**src/rtl/vga_timing_pkg.sv**
```systemverilog
// rtl/vga_timing_pkg.sv - 640x480@60 default timing constants, total helper and sync bus type
package vga_timing_pkg;

  localparam int H_ACTIVE_640 = 640;
  localparam int H_FP_640     = 16;
  localparam int H_SYNC_640   = 96;
  localparam int H_BP_640     = 48;
  localparam int V_ACTIVE_480 = 480;
  localparam int V_FP_480     = 10;
  localparam int V_SYNC_480   = 2;
  localparam int V_BP_480     = 33;

  function automatic int timing_total(input int active, input int fp, input int sync, input int bp);
    return active + fp + sync + bp;
  endfunction

  typedef struct packed {
    logic hs;
    logic vs;
    logic act;
  } sync_bus_t;

endpackage

```
**src/rtl/sync_delay_line.sv**
```systemverilog
// rtl/sync_delay_line.sv - DEPTH-stage register pipe for the sync bus, reset loads RST_VAL
module sync_delay_line
  import vga_timing_pkg::*;
#(
  parameter int        DEPTH   = 1,
  parameter sync_bus_t RST_VAL = '0
) (
  input  logic      clk,
  input  logic      resetn,
  input  sync_bus_t d,
  output sync_bus_t q
);

  sync_bus_t stages [DEPTH];

  always_ff @(posedge clk) begin
    if (!resetn) begin
      for (int i = 0; i < DEPTH; i++) stages[i] <= RST_VAL;
    end else begin
      stages[0] <= d;
      for (int i = 1; i < DEPTH; i++) stages[i] <= stages[i-1];
    end
  end

  assign q = stages[DEPTH-1];

endmodule

```
**src/rtl/vga_timing_gen.sv**
```systemverilog
// rtl/vga_timing_gen.sv - parametrised VGA timing generator with delayed syncs and strobes
// VGA_FRAME_CNT_EN adds the 8-bit frame_cnt output.
module vga_timing_gen
  import vga_timing_pkg::*;
#(
  parameter int H_ACTIVE = H_ACTIVE_640,
  parameter int H_FP     = H_FP_640,
  parameter int H_SYNC   = H_SYNC_640,
  parameter int H_BP     = H_BP_640,
  parameter int V_ACTIVE = V_ACTIVE_480,
  parameter int V_FP     = V_FP_480,
  parameter int V_SYNC   = V_SYNC_480,
  parameter int V_BP     = V_BP_480,
  parameter bit HS_POL   = 1'b0,
  parameter bit VS_POL   = 1'b0,
  parameter int PIPE_DLY = 0,
  parameter int CW       = 10
) (
  input  logic          pixel_clk,
  input  logic          reset_rtl_0,
  output logic          hs,
  output logic          vs,
  output logic          active_nblank,
  output logic [CW-1:0] drawX,
  output logic [CW-1:0] drawY,
  output logic          line_start,
  output logic          frame_start,
  output logic          vblank_tick
`ifdef VGA_FRAME_CNT_EN
  ,
  output logic [7:0]    frame_cnt
`endif
);

  localparam int H_TOTAL = timing_total(H_ACTIVE, H_FP, H_SYNC, H_BP);
  localparam int V_TOTAL = timing_total(V_ACTIVE, V_FP, V_SYNC, V_BP);

  localparam logic [CW-1:0] H_LAST     = CW'(H_TOTAL - 1);
  localparam logic [CW-1:0] V_LAST     = CW'(V_TOTAL - 1);
  localparam logic [CW-1:0] H_ACT_LAST = CW'(H_ACTIVE - 1);
  localparam logic [CW-1:0] V_ACT_LAST = CW'(V_ACTIVE - 1);
  localparam logic [CW-1:0] HS_FIRST   = CW'(H_ACTIVE + H_FP);
  localparam logic [CW-1:0] HS_LAST    = CW'(H_ACTIVE + H_FP + H_SYNC - 1);
  localparam logic [CW-1:0] VS_FIRST   = CW'(V_ACTIVE + V_FP);
  localparam logic [CW-1:0] VS_LAST    = CW'(V_ACTIVE + V_FP + V_SYNC - 1);
  localparam logic [CW-1:0] VBLANK_Y   = CW'(V_ACTIVE);

  localparam sync_bus_t SYNC_IDLE = '{hs: !HS_POL, vs: !VS_POL, act: 1'b0};

  if ((H_TOTAL - 1 > (1 << CW) - 1) || (V_TOTAL - 1 > (1 << CW) - 1)) begin : g_bad_cw
    $error("vga_timing_gen: H_TOTAL-1 or V_TOTAL-1 does not fit in CW bits");
  end
  if ((PIPE_DLY < 0) || (PIPE_DLY > 7)) begin : g_bad_dly
    $error("vga_timing_gen: PIPE_DLY must be 0..7");
  end

  always_ff @(posedge pixel_clk) begin
    if (!reset_rtl_0) begin
      drawX <= '0;
      drawY <= '0;
    end else if (drawX == H_LAST) begin
      drawX <= '0;
      drawY <= (drawY == V_LAST) ? '0 : drawY + 1'b1;
    end else begin
      drawX <= drawX + 1'b1;
    end
  end

  // Strobes are held low during reset so game logic never sees a spurious update.
  assign line_start  = reset_rtl_0 && (drawX == '0);
  assign frame_start = line_start && (drawY == '0);
  assign vblank_tick = line_start && (drawY == VBLANK_Y);

  logic      hs_raw, vs_raw, act_raw;
  sync_bus_t raw, dly;

  assign hs_raw  = ((drawX >= HS_FIRST) && (drawX <= HS_LAST)) ? HS_POL : !HS_POL;
  assign vs_raw  = ((drawY >= VS_FIRST) && (drawY <= VS_LAST)) ? VS_POL : !VS_POL;
  assign act_raw = (drawX <= H_ACT_LAST) && (drawY <= V_ACT_LAST);
  assign raw     = '{hs: hs_raw, vs: vs_raw, act: act_raw};

  sync_delay_line #(
    .DEPTH   (PIPE_DLY + 1),
    .RST_VAL (SYNC_IDLE)
  ) u_sync_dly (
    .clk    (pixel_clk),
    .resetn (reset_rtl_0),
    .d      (raw),
    .q      (dly)
  );

  assign hs            = dly.hs;
  assign vs            = dly.vs;
  assign active_nblank = dly.act;

`ifdef VGA_FRAME_CNT_EN
  // The frame_start right after reset opens the first frame; only later ones close a frame.
  logic frame_open;

  always_ff @(posedge pixel_clk) begin
    if (!reset_rtl_0) begin
      frame_cnt  <= '0;
      frame_open <= 1'b0;
    end else begin
      frame_open <= 1'b1;
      if (frame_start && frame_open) frame_cnt <= frame_cnt + 8'd1;
    end
  end
`endif

endmodule

```
**config.mk**
```make
export PLATFORM = sky130hd
export DESIGN_NAME = vga_timing_gen
export DESIGN_NICKNAME = d
export VERILOG_FILES = /design/src/rtl/vga_timing_pkg.sv /design/src/rtl/sync_delay_line.sv /design/src/rtl/vga_timing_gen.sv
export SDC_FILE = /design/constraint.sdc
export NUM_CORES = 1
export LEC_CHECK = 0
export ABC_AREA = 1
export BUFFER_PORTS_ARGS = -buffer_cell sky130_fd_sc_hd__buf_4
export CAP_MARGIN = 20
export CELL_PAD_IN_SITES_DETAIL_PLACEMENT = 0
export CELL_PAD_IN_SITES_GLOBAL_PLACEMENT = 1
export CORE_MARGIN = 2
export CORE_UTILIZATION = 40
export CTS_CLUSTER_DIAMETER = 100
export DETAILED_ROUTE_END_ITERATION = 6
export HOLD_SLACK_MARGIN = 0.02
export PLACE_DENSITY = 0.79
export SKIP_CTS_REPAIR_TIMING = 1
export SLEW_MARGIN = 20
export SYNTH_ARGS = -nofsm -noshare
export SYNTH_HDL_FRONTEND = slang
export SYNTH_HIERARCHICAL = 1
export SYNTH_SLANG_ARGS = --single-unit
```
**constraint.sdc**
```tcl
create_clock -name pixel_clk -period 3.1 [get_ports pixel_clk]
set_input_delay 0.465 -clock pixel_clk [delete_from_list [all_inputs] [get_ports pixel_clk]]
set_output_delay 0.465 -clock pixel_clk [all_outputs]
set_load 0.005 [all_outputs]
```
---- Yosys cells after proc, flatten, opt, wreduce, memory -nomap -nowiden ----
Memory sizes are Yosys's and may differ from the RTL's.
Cells that the tools add are included.
storage, ports and cells
  bits in registers ....................... 20
  bits in writable memories ............... 3
  bits of input ports ..................... 2
  output and inout port bits .............. 26
  memories ................................ 1
memories
  name               words  bits a word  read ports  clocked after memory_dff  wr ports  line                   source
  u_sync_dly.stages  1      3            1           0                         1         sync_delay_line.sv:14  sync_bus_t stages [DEPTH];
cells by class
  add/sub/neg operators ................... 2
  magnitude comparators ................... 6
  equality and inequality tests ........... 3
  multiplexer cells ....................... 7
  bitwise gates (word level) .............. 1
  reductions and logical operators ........ 10
operators by type and width
  cell                                                                     number
  10-bit by 1-bit adder with 10-bit output (second input constant)         2
  10-bit equality test (second input constant)                             2
  10-bit <= comparator (second input constant)                             2
  10-bit by 9-bit <= comparator with 1-bit output (second input constant)  2
  10-bit zero test                                                         2
  10-bit by 9-bit equality test with 1-bit output (second input constant)  1
  10-bit >= comparator (second input constant)                             1
  10-bit by 9-bit >= comparator with 1-bit output (second input constant)  1
  10-bit 2-to-1 mux                                                        1
  1-bit logical AND                                                        6
  1-bit 2-to-1 mux                                                         5
  3-bit 2-to-1 mux                                                         1
  3-bit OR reduction                                                       1
  2-bit OR reduction                                                       1
  1-bit NOT                                                                1

---- Depth between registers and ports, before layout ----
  depth in word-level cells ............... 4
  mapped depth ............................ 9
  mapped depth without buffers ............ 9

---- Modules after synthesis ----
Netlist, hierarchy kept.
by module, submodules not included
  module           instances  cells an instance  area each (µm²)  seq. area each (µm²)
  vga_timing_gen   1          184                1198.6           400.4
  sync_delay_line  1          9                  82.6             60.1

---- Worst setup path before layout ----
No wires, ideal clock.
  kind .................................... register -> output
  start point ............................. register drawY[0]
  end point ............................... output vblank_tick
  data arrival time ....................... 0.953 ns
  data required time ...................... 2.635 ns
  setup slack ............................. 1.682 ns
  cell stages (with the launch flop) ...... 7
  cell sequence ........................... dfxtp_1 -> inv_1 -> ha_1 -> nand2_1 -> nor2_1 -> nand3_1 -> nor2_1
on the way
  cells in the longest elaborated chain, start to end .. 2
ends and longest elaborated chain
  item                                             line                  source
  start, declared                                  vga_timing_gen.sv:25  output logic [CW-1:0] drawY,
  start signal, assigned                           vga_timing_gen.sv:63  drawY <= (drawY == V_LAST) ? '0 : drawY + 1'b1;
  10-bit by 9-bit equality test with 1-bit output  vga_timing_gen.sv:72  assign vblank_tick = line_start && (drawY == VBLANK_Y);
  1-bit logical AND                                vga_timing_gen.sv:72
  end, declared                                    vga_timing_gen.sv:28  output logic vblank_tick
No other way between the ends.

---- Final worst setup path ----
  start point ............................. register drawX[0]
  end point ............................... output vblank_tick
on the way
  cells in the longest elaborated chain, start to end .. 3
ends and longest elaborated chain
  item                    line                  source
  start, declared         vga_timing_gen.sv:24  output logic [CW-1:0] drawX,
  start signal, assigned  vga_timing_gen.sv:65  drawX <= drawX + 1'b1;
  10-bit zero test        vga_timing_gen.sv:70  assign line_start = reset_rtl_0 && (drawX == '0);
  1-bit logical AND       vga_timing_gen.sv:70
  1-bit logical AND       vga_timing_gen.sv:72
No other way between the ends.

==> flow_summary.ini <==
[run_status]
status = finished, final reports clean

[clock_network]
clk_pin_slew_ns = 0.14
cts_buffers = 3
clk_latency_ns = 0.31
root_buffer = clkbuf_4
htree_levels = 1
cts_tree = done
cts_sinks = 23
clockBufferDepth = 2

[placement]
place_area_um2 = 1540
dpl_worst_slack_ns = 1.37
dp_hpwl_mm = 2.47
place_congestion = 0.925
place_inst = 264
port_buffers = 27

[final_layout]
diodes = 0
n_fill_cell = 351
regArea_um2 = 460
area_growth_pct = 22.5
drive_gt1_share_pct = 18.8
instances_no_fill = 268
fin_nets = 232
stdcell_area_um2 = 1570
multi_input_area_um2 = 699

[yosys]
syn_avg_cell_area_um2 = 6.64
yosysWarningCount = 6
synth_nets = 200
ys_top_cells_by_area = dfxtp_1 36%, nand2_1 14%, inv_1 8.8%
synth_top_area_share_pct = 35.9
ys.flop_type = dfxtp_1
netlist_instances = 193
ys_seq_area_share_pct = 35.9
synth_edf_count = 0
yosysMostFrequentCell = nand2_1
async_reset_ff_share_pct = 0
synth-seq-cells = 23
synth_area_um2 = 1280
synth_cell_types = 24
yosys.area.top_type = dfxtp_1
synth_commonest_cells = 47 x nand2_1, 30 x inv_1, 30 x nor2_1

[min_path]
hold_path_depth = 2
hp-start = reset_rtl_0
hold_path_class = in2reg
whs_endpoint = u_sync_dly/stages[0][2]

[critical_path]
startpoint = drawX[0]
slowest_stage = dfxtp_1
r2r_start = drawX[0]
crit_required_ns = 2.63
r2r_end = drawY[9]
worstPathCellList = inv_1 -> ha_1 -> nand2_1 -> nor3_1 -> nand4_1 -> nor2_1 -> buf_4
path_class = reg2out
r2r_setup_slack_ns = 1.42
critPathMaxStageDelay_ns = 0.37
crit_family = simple AND/OR/NAND/NOR gates
cp_num_buf_inv = 2
cp_max_fo = 5
arrival_ns = 1.58
cp-start-kind = flop
reg2reg_depth = 8
critPathCaptureType = output pin

[global_route]
gr-total-overflow = 0
grtUsageTotal_pct = 19.2
grt_pass1_wl_mm = 5.28
grt_pass1_vias = 1154
antenna_found_initial = 0
grt_start_max_net_pins = 15

[floorplanning]
die_w_um = 60.6
rows = 20
core-area_um2 = 3050
die_y_um = 60.6
die-area_um2 = 3670
start_util_pct = 42.0
ioPinCount = 28

[route]
drt_iter0_drc = 82
vias = 1288
wl_mm = 3.22
drc = 0
drtPass1Iterations = 4
avgRoutedWirePerCell_um = 12.0
drtAntennaViolNets = 0
routed_via_density = 4.81

[power_and_ir_drop]
power.density_nw_per_um2 = 307
ir_drop_mv = 0.191
p_leak_nw = 0.724

[sta]
layout_min_cycle_time_ns = 2.05
relSlewSlack_pct = 78.7
timing.fmax_mhz = 489
setup_tns_ns = 0
fin_ws_ns = 1.05
final-max-slew-violation-count = 0
skew_ns = 0.00797
hold_viol_final = 0
finalCritPeriodShare_pct = 66.0
setup_viol = 0
rsz0062_at_grt = false
tightest_slew_ns = 0.318

[flow_run]
drv_cap = 0
[layout by cell type, fill, tap and decap left out, types with 3 or more instances in the layout]
| master | netlist | routed |
|---|---|---|
| clkbuf_4 | 0 | 3 |
| dfxtp_1 | 23 | 23 |
| nand4_1 | 5 | 5 |
| inv_1 | 30 | 30 |
| o21ai_0 | 5 | 5 |
| nand3_1 | 15 | 15 |
| nor3_1 | 4 | 4 |
| nor2_1 | 30 | 30 |
| nand2_1 | 47 | 47 |
| a21oi_1 | 9 | 9 |
| ha_1 | 5 | 5 |
| buf_4 | 0 | 27 |
[state kept, by name, summed over array words and instances (netlist names)]
register,flops
drawX,10
u_sync_dly/stages,3
drawY,10
[routing by layer]
metal	part of all wire (%)	wire, um	global-route usage [%]	vias to the layer above
met5	0	0	0	-
met4	0.59	19	4.66	0
met3	4.9	157	2.77	2
met2	44	1410	29.2	33
met1	51	1640	28.6	581
li1	-	-	-	672
[worst max path at each step]
stage	slack (ns)	to	cells after the start
floorplan	1.68	vblank_tick	6
global placement	1.37	vblank_tick	6
detailed placement	1.37	vblank_tick	6
CTS	1.05	vblank_tick	7
global route	0.90	vblank_tick	7
finish	1.05	vblank_tick	7
[stage by stage]
stage / total power, W / hold slack, ns / utilization, %
final: 0.000481 / 0.377 / 51.4
after global routing: 0.000509 / 0.360 / 51.4
after CTS: 0.000491 / 0.368 / 51.4
after detailed placement: 0.000344 / 0.467 / 50.4
after global placement: 0.000343 / 0.455 / 50.4
after floorplan: 0.000326 / 0.455 / -
[cell families (layout without fill, tap and decap cells)]
group | after synthesis | count (layout) | share of synthesized area (%)
AND/OR/NAND/NOR | 113 | 113 | 40.8
buffers and inverters | 32 | 63 | 9.47
flip-flops | 23 | 23 | 35.9
AO/OA/AOI/OAI | 18 | 18 | 7.52
adder cells (fa/ha/maj) | 5 | 5 | 4.88
XOR/XNOR | 2 | 2 | 1.37
[where the power goes]
part	leakage, nW	internal, W	total (W)	switching, W
clock network	0.0139	0.0000491	0.000144	0.0000949
registers	0.186	0.000300	0.000304	0.00000415
logic	0.524	0.0000154	0.0000337	0.0000183
[layout make-up]
class	instances	share of cell area (%)
Tap cell	44	3.51
Clock inverter	1	0.478
Multi-Input combinational cell	138	44.6
Sequential cell	23	29.3
Inverter	32	7.74
Timing Repair Buffer	27	12.9
Clock buffer	3	1.44
(Power assumes the default switching activity.)
